===== config.mk =====
export PLATFORM = sky130hd
export DESIGN_NAME = tpx3_data_framer
export DESIGN_NICKNAME = d
export VERILOG_FILES = /design/src/rtl/tpx3_data_framer.sv
export SDC_FILE = /design/constraint.sdc
export NUM_CORES = 1
export LEC_CHECK = 0
export ABC_AREA = 1
export BUFFER_PORTS_ARGS = -buffer_cell sky130_fd_sc_hd__buf_2
export CORE_MARGIN = 2
export CORE_UTILIZATION = 50
export DETAILED_ROUTE_END_ITERATION = 7
export PLACE_DENSITY = 0.76
export REMOVE_ABC_BUFFERS = 1
export SLEW_MARGIN = 20
export SYNTH_ARGS = -nofsm -noshare
export SYNTH_HDL_FRONTEND = slang
export SYNTH_SLANG_ARGS = --single-unit

===== constraint.sdc =====
create_clock -name BUS_CLK -period 1.4 [get_ports BUS_CLK]
set_input_delay 0.28 -clock BUS_CLK [delete_from_list [all_inputs] [get_ports BUS_CLK]]
set_output_delay 0.28 -clock BUS_CLK [all_outputs]
set_load 0.005 [all_outputs]

===== src/rtl/tpx3_data_framer.sv =====
// Timepix3 readout framer: one-register FWFT pass-through stage that interleaves
// {MARK_ID, SEQ, WCNT} marker words every MARK_INTERVAL data words or after an idle gap.
module tpx3_data_framer #(
   parameter int unsigned MARK_INTERVAL = 1024,
   parameter int unsigned IDLE_TIMEOUT  = 4000,
   parameter logic [3:0]  MARK_ID       = 4'hF
) (
   input  logic        BUS_CLK,
   input  logic        BUS_RST_N,
   input  logic        ENABLE,
   input  logic        IN_EMPTY,
   input  logic [31:0] IN_DATA,
   output logic        IN_READ,
   input  logic        OUT_READ,
   output logic        OUT_EMPTY,
   output logic [31:0] OUT_DATA,
   output logic [15:0] MARK_COUNT
);

   localparam logic [15:0] INTERVAL_C = 16'(MARK_INTERVAL);
   localparam logic [15:0] TIMEOUT_C  = 16'(IDLE_TIMEOUT);

   typedef enum logic {
      ST_PASS = 1'b0,
      ST_MARK = 1'b1
   } state_t;

   function automatic logic [31:0] build_marker(input logic [11:0] seq, input logic [15:0] wcnt);
      return {MARK_ID, seq, wcnt};
   endfunction

   state_t      state_q, state_d;
   logic        ovalid_q, ovalid_d;
   logic [31:0] data_q, data_d;
   logic [15:0] wcnt_q, wcnt_d;
   logic [15:0] idle_q, idle_d;
   logic [11:0] seq_q, seq_d;
   logic [15:0] mcnt_q, mcnt_d;
   logic        slot_free_s;
   logic        in_read_s;

   // The reset term keeps the pop strobe low while the async reset is held.
   assign slot_free_s = !ovalid_q || OUT_READ;
   assign in_read_s   = BUS_RST_N && !IN_EMPTY && slot_free_s && (state_q == ST_PASS);

   // Next-state logic for the output slot, counters and PASS/MARK sequencing.
   always_comb begin
      state_d  = state_q;
      ovalid_d = ovalid_q;
      data_d   = data_q;
      wcnt_d   = wcnt_q;
      idle_d   = idle_q;
      seq_d    = seq_q;
      mcnt_d   = mcnt_q;
      case (state_q)
         ST_PASS: begin
            if (in_read_s) begin
               data_d   = IN_DATA;
               ovalid_d = 1'b1;
               idle_d   = 16'd0;
               if (ENABLE) begin
                  wcnt_d = wcnt_q + 16'd1;
                  if (wcnt_d == INTERVAL_C) begin
                     state_d = ST_MARK;
                  end else begin
                     state_d = ST_PASS;
                  end
               end else begin
                  wcnt_d = 16'd0;
               end
            end else begin
               if (slot_free_s) begin
                  ovalid_d = 1'b0;
               end else begin
                  ovalid_d = ovalid_q;
               end
               if (!ENABLE) begin
                  wcnt_d = 16'd0;
                  idle_d = 16'd0;
               end else if (wcnt_q != 16'd0) begin
                  // Idle saturates at the timeout; it is cleared by the flush marker.
                  if (idle_q >= TIMEOUT_C) begin
                     state_d = ST_MARK;
                  end else begin
                     idle_d = idle_q + 16'd1;
                  end
               end else begin
                  idle_d = idle_q;
               end
            end
         end
         ST_MARK: begin
            if (slot_free_s) begin
               data_d   = build_marker(seq_q, wcnt_q);
               ovalid_d = 1'b1;
               wcnt_d   = 16'd0;
               idle_d   = 16'd0;
               seq_d    = seq_q + 12'd1;
               mcnt_d   = mcnt_q + 16'd1;
               state_d  = ST_PASS;
            end else begin
               state_d = ST_MARK;
            end
         end
         default: begin
            state_d = ST_PASS;
         end
      endcase
   end

   // State and output registers, cleared asynchronously.
   always_ff @(posedge BUS_CLK or negedge BUS_RST_N) begin
      if (!BUS_RST_N) begin
         state_q  <= ST_PASS;
         ovalid_q <= 1'b0;
         data_q   <= 32'd0;
         wcnt_q   <= 16'd0;
         idle_q   <= 16'd0;
         seq_q    <= 12'd0;
         mcnt_q   <= 16'd0;
      end else begin
         state_q  <= state_d;
         ovalid_q <= ovalid_d;
         data_q   <= data_d;
         wcnt_q   <= wcnt_d;
         idle_q   <= idle_d;
         seq_q    <= seq_d;
         mcnt_q   <= mcnt_d;
      end
   end

   assign IN_READ    = in_read_s;
   assign OUT_EMPTY  = !ovalid_q;
   assign OUT_DATA   = data_q;
   assign MARK_COUNT = mcnt_q;

endmodule


Word-level counts from Yosys, hierarchy flattened

Cells that the tools add are included.

Flip-flop bits (word level): 94

$add $sub $neg: 4
Magnitude comparators: 1
Equality and inequality tests: 7
Mux-type cells: 25
Bitwise operators: 1
Reduce and logical (&&, ||, !) cells: 12

Operators by type and width:

| cell                                                  | count |
|---|---|
| 2-to-1 mux 16 bit                                     | 8 |
| 2-to-1 mux 32 bit                                     | 2 |
| case mux 16 bit (2 select lines)                      | 2 |
| case mux 32 bit (2 select lines)                      | 1 |
| adder 16 x 1 -> 16 bit, second input constant         | 3 |
| == test 16 x 11 -> 1 bit, second input constant       | 1 |
| >= comparator 16 x 12 -> 1 bit, second input constant | 1 |
| nonzero test 16 bit                                   | 1 |
| adder 12 x 1 -> 12 bit, second input constant         | 1 |
| 2-to-1 mux 1 bit                                      | 10 |
| AND reduction 2 bit                                   | 4 |
| inequality test 3 bit, second input constant          | 2 |
| inequality test 4 x 3 -> 1 bit, second input constant | 1 |
| inequality test 4 bit, second input constant          | 1 |
| case mux 1 bit (2 select lines)                       | 2 |
| logical AND 1 bit                                     | 3 |
| AND reduction 3 bit                                   | 1 |
| logical NOT 1 bit                                     | 2 |
| inequality test 2 x 1 -> 1 bit, second input constant | 1 |
| inequality test 2 bit, second input constant          | 1 |
| logical OR 1 bit                                      | 1 |
| NOT 1 bit                                             | 1 |

Longest topological paths before layout

Depth in word-level cells: 6
Depth in mapped cells: 14
Depth with buffers taken out: 14

Worst setup path before layout

No wires, ideal clock.

Path kind: reg-to-reg
From: reg wcnt_q[0]
To: reg idle_q[7]
Setup time: 127 ps
Data arrival time: 1396 ps
Required time: 1273 ps
Setup slack: -123 ps
Cell stages (with the launch flop): 10
Path buffers: 1
Cells stage by stage: dfrtp_1 inv_1 ha_1 nor3b_1 nand4_1 nand2_1 nand2_1 buf_4 nand3_1 o21ai_0

Word-level cells in the longest chain between the ends: 3

Ends and longest elaborated chain:

| item                                     | line | text |
|---|---|---|
| start: declaration                       | 35   | `logic [15:0] wcnt_q, wcnt_d;` |
| start signal: assignment                 | 125  | `wcnt_q <= wcnt_d;` |
| nonzero test 16 bit                      | 80   | `end else if (wcnt_q != 16'd0) begin` |
| inequality test 4 x 3 -> 1 bit (no line) | n/a  |  |
| AND reduction 3 bit (no line)            | n/a  |  |
| end signal: assignment                   | 126  | `idle_q <= idle_d;` |
| end: declaration                         | 36   | `logic [15:0] idle_q, idle_d;` |

No other way between the ends.
A chain may end at the register's enable or synchronous reset.

Final worst setup path

From: reg wcnt_q[5]
To: reg state_q

Word-level cells in the longest chain between the ends: 6
Elaborated cells on any way between the ends: 9

Ends and longest elaborated chain:

| item                              | line | text |
|---|---|---|
| adder 16 x 1 -> 16 bit            | 62   | `wcnt_d = wcnt_q + 16'd1;` |
| == test 16 x 11 -> 1 bit          | 63   | `if (wcnt_d == INTERVAL_C) begin` |
| 2-to-1 mux 1 bit                  | 63   |  |
| 2-to-1 mux 1 bit                  | 61   | `if (ENABLE) begin` |
| 2-to-1 mux 1 bit *                | 57   | `if (in_read_s) begin` |
| case mux 1 bit (2 select lines) * | 55   | `case (state_q)` |
| net state_d                       | 32   | `state_t state_q, state_d;` |
| end signal: assignment            | 122  | `state_q <= state_d;` |
| end: declaration                  | 32   |  |

The timed path passes the listed nets; every way through them passes the cells marked *.

==> results.txt <==
----------------------------------------------------
[Power and ir drop]
  Comb power frac ... 0.313
  Static power due to leakage ... 3.55 nW
  Switching Fraction ... 0.347
  Clock network fraction of total power ... 0.239
  Total power divided by cell area ... 1030 nW/µm²
  Sw power ... 0.00273 W
  Worst vdd ir ... 828 µV
  Reg power frac ... 0.448
  Internal Power ... 0.00514 W

[Synth]
  Cell types occupying the most area after synthesis ... dfrtp_1 (50%), nand2_1 (12%), nor2_1 (5.3%), inv_1 (4.8%), a31oi_1 (3.7%)
  Part of the Yosys area used for sequential elements ... 0.499
  Post-synthesis instance total ... 575
  Number of enable flip-flop cells after synthesis ... 0
  List of most frequent post-synthesis cells ... nand2_1 (153), dfrtp_1 (94), nor2_1 (66), inv_1 (60), nand3_1 (32)
  Yosys synthesis warning count ... 0
  Post-synthesis cell type with the largest combined area ... dfrtp_1
  Syn_area_per_cell ... 8.20 µm²
  Netlist area before placement ... 4720 µm²
  Cell with the most instances after synthesis ... nand2_1
  FFs w/ async S/R, synth ... 1.00
  Post-synth top flop ... dfrtp_1
  Post-synthesis cell type count ... 32
  Area share of the largest cell type after synthesis ... 0.499
  #FFs+latches synth ... 94

[Worst setup path]
  Data required time of the worst path ... 1.65 ns
  Element type at the critical path start ... flop
  Last element of the critical path ... state_q
  Launch point of the worst reg-to-reg path ... wcnt_q[5]
  Signal arrival time at the worst endpoint ... 2.27 ns
  Type of the setup path with the least slack ... flop to flop
  Setup slack of the worst register-to-register path ... -0.62 ns
  Maximum fanout count along the critical path ... 6
  Endpoint of the worst register-to-register path ... state_q
  Launch point of the critical path ... wcnt_q[5]
  Number of cells on the worst reg-to-reg path ... 13
  Sort of element at the end of the critical path ... flop

[Timing]
  Final hold viol count ... 0
  Setup-violating endpoint count in the final report ... 91
  Max Transition Viols Final ... 0
  Final worst-path setup slack ... -0.616 ns
  Hold_ws ... 0.138 ns
  Pin slew with the least headroom to its limit ... 0.398 ns
  Final critical path time including I/O delays and setup ... 2.02 ns
  Unrepaired setup endpoints after global routing ... true
  Setup clock skew after layout ... 0.0194 ns
  Ratio of final minimum period to clock period ... 1.44
  Maximum achievable frequency ... 496 MHz
  Max-Slew Margin vs Limit ... 0.735

[Routing]
  DR vias ... 5838
  Total iterations of the first detailed-routing run ... 6
  Post-route antenna net violation count ... 0
  Routed len/inst ... 23.2 µm
  Detailed-route wire length ... 21.2 mm
  Remaining design rule violation count ... 0
  Iter 0 DRT Violations ... 780
  Vias per inst ... 6.39

[Cells and area]
  Fin util ... 0.833
  Synthesis-to-finish area growth ... 62.4%
  Filler Cell Count ... 405
  Share of cells above drive strength 1 ... 0.511
  Number of antenna diodes ... 0
  Total area of multi-input combinational cells ... 2870 µm²
  Register cell area after layout ... 2360 µm²
  Final #Nets ... 841

[Floorplanning]
  Die height ... 101 µm
  Standard cell core area ... 9200 µm²
  Horizontal die dimension ... 101 µm
  Number of primary I/O pins ... 87
  Site Rows ... 35
  Initial Utilization ... 0.513
  Die footprint ... 10200 µm²

[Global route]
  Largest net degree at the start of global routing ... 39
  Gr usage total ... 0.282
  First-pass GRT wire length ... 22.8 mm
  Antenna violations before repair ... 0
  Aggregate global routing overflow ... 0
  Via count of the first global-routing pass ... 4872

[Clock network]
  Maximum buffer depth of the clock tree ... 2
  Number of clock buffers inserted by TritonCTS ... 9
  Clock H-tree levels ... 3
  Clock-pin transition on the worst setup and hold timing paths ... 0.10 ns
  CTS tree ... done
  Clock root cell ... clkbuf_8
  Clock latency reported for the late side of the worst-skew pair ... 0.38 ns
  TritonCTS Sinks ... 94

[Outcome]
  Outcome ... finished, violations left
  Violations in the final reports ... negative setup slack

[Placed design]
  Input/output buffers ... 86
  HPWL after detailed placement ... 8.83 mm
  Final Wtd Congestion ... 0.920
  Pre-CTS worst setup slack ... -0.347 ns

[Worst hold path]
  Worst min path class ... input pin to flop

[Job]
  Max-cap check violation count ... 0

----------------------------------------------------
==> stage by stage <==
step	setup TNS, ns	cell area, µm²	instances	total power [W]
4_1_cts	-20.79	6690	893	0.00702
6_report	-27.57	7660	913	0.00787
5_1_grt	-30.72	7660	913	0.00810
2_1_floorplan	-67.87	4630	556	0.00409
3_3_place_gp	-8.56	5950	850	0.00488
3_5_place_dp	-10.97	5950	850	0.00495
==> repair_timing <==
action,CTS,global route
resized for setup,86,174
gates cloned,3,6
setup buffers,24,22
pin swaps,18,49
endpoints found under the setup margin,78,129
hold buffers,1,0
endpoints found under the hold margin,26,0
==> worst max-delay path, cell delays in order, from the launching register on <==
cell     delay, ns
dfrtp_1       0.45
nand2_1       0.19
nor2_4        0.23
nand2_1       0.13
nand2_1       0.15
nand2_1       0.12
nand2_1       0.12
nor2_1        0.06
nand2_1       0.06
nor2_1        0.04
nand2_1       0.05
nand2_1       0.07
nand2_1       0.12
nand2_1       0.08
==> cells in the final DEF (no fill, tap or decap), types with 3 or more instances in the layout <==
master,Yosys,routed
clkbuf_16,0,4
nor2_1,66,23
o21ai_2,0,12
buf_4,2,102
nand2_4,0,7
a21oi_2,0,4
buf_6,0,31
nand4_1,16,16
inv_1,60,48
nand2_1,153,131
dfrtp_1,94,89
nor2_2,4,31
nand2_2,3,16
xor2_1,12,11
inv_4,2,4
nor3_4,1,3
ha_1,6,3
buf_12,0,4
clkinv_4,0,3
o21ai_1,2,9
o22ai_2,0,10
nand3_1,32,20
a31oi_4,0,13
nor2_4,3,19
ha_4,0,3
clkbuf_8,0,9
xnor2_1,12,10
buf_8,0,4
buf_2,8,83
o21ai_0,24,4
o22a_1,4,4
nand3_2,0,11
nor3_1,6,5
dfrtp_2,0,5
inv_2,0,8
a31oi_1,28,13
==> worst min path at each step <==
stage / cells past startpoint / slack, ns / from / endpoint
after floorplan: 0 / -0.02 / BUS_RST_N / MARK_COUNT[0]
after global placement: 2 / 0.31 / BUS_RST_N / OUT_DATA[2]
after detailed placement: 2 / 0.32 / BUS_RST_N / OUT_DATA[2]
after CTS: 2 / 0.14 / IN_DATA[31] / OUT_DATA[31]
after global routing: 2 / 0.14 / IN_DATA[30] / OUT_DATA[30]
final: 2 / 0.14 / IN_DATA[30] / OUT_DATA[30]
==> per-layer routing <==
layer | up-vias | wire length (µm) | GRT usage
met3 | 219 | 2130 | 0.0416
met4 | 0 | 1790 | 0.108
met1 | 2776 | 7350 | 0.359
met2 | 518 | 9960 | 0.486
met5 | - | 0 | 0
li1 | 2325 | - | -
==> state kept, by name (all words and copies together), names as in the netlist <==
name        count
seq_q          12
idle_q         16
OUT_DATA       32
state_q         1
wcnt_q         16
MARK_COUNT     16
ovalid_q        1
==> layout make-up <==
type | instances | share of cell area
well taps | 111 | 0.0181
repair buffers | 231 | 0.240
flip-flops and latches | 94 | 0.308
multi-input cells | 399 | 0.374
clock buffers | 9 | 0.0162
clock inverters | 6 | 0.00899
inverters | 63 | 0.0345
==> power by group through the flow <==
stage | Sequential, W | Combinational [W] | Clock (W)
finish | 0.00353 | 0.00246 | 0.00188
global route | 0.00356 | 0.00259 | 0.00196
CTS | 0.00340 | 0.00176 | 0.00186
detailed placement | 0.00345 | 0.00150 | 0
global placement | 0.00342 | 0.00145 | 0
floorplan | 0.00348 | 0.000610 | 0
==> logic make-up (layout without fill, tap and decap cells) <==
logic type,count (synthesis),count (layout),synth area share
buffers and inverters,82,309,0.0700
XOR/XNOR,24,24,0.0446
AO/OA/AOI/OAI,74,74,0.0918
AND/OR/NAND/NOR,295,295,0.279
flip-flops,94,94,0.499
adder cells (fa/ha/maj),6,6,0.0159
Note: power is estimated with default switching activity, not from simulation.
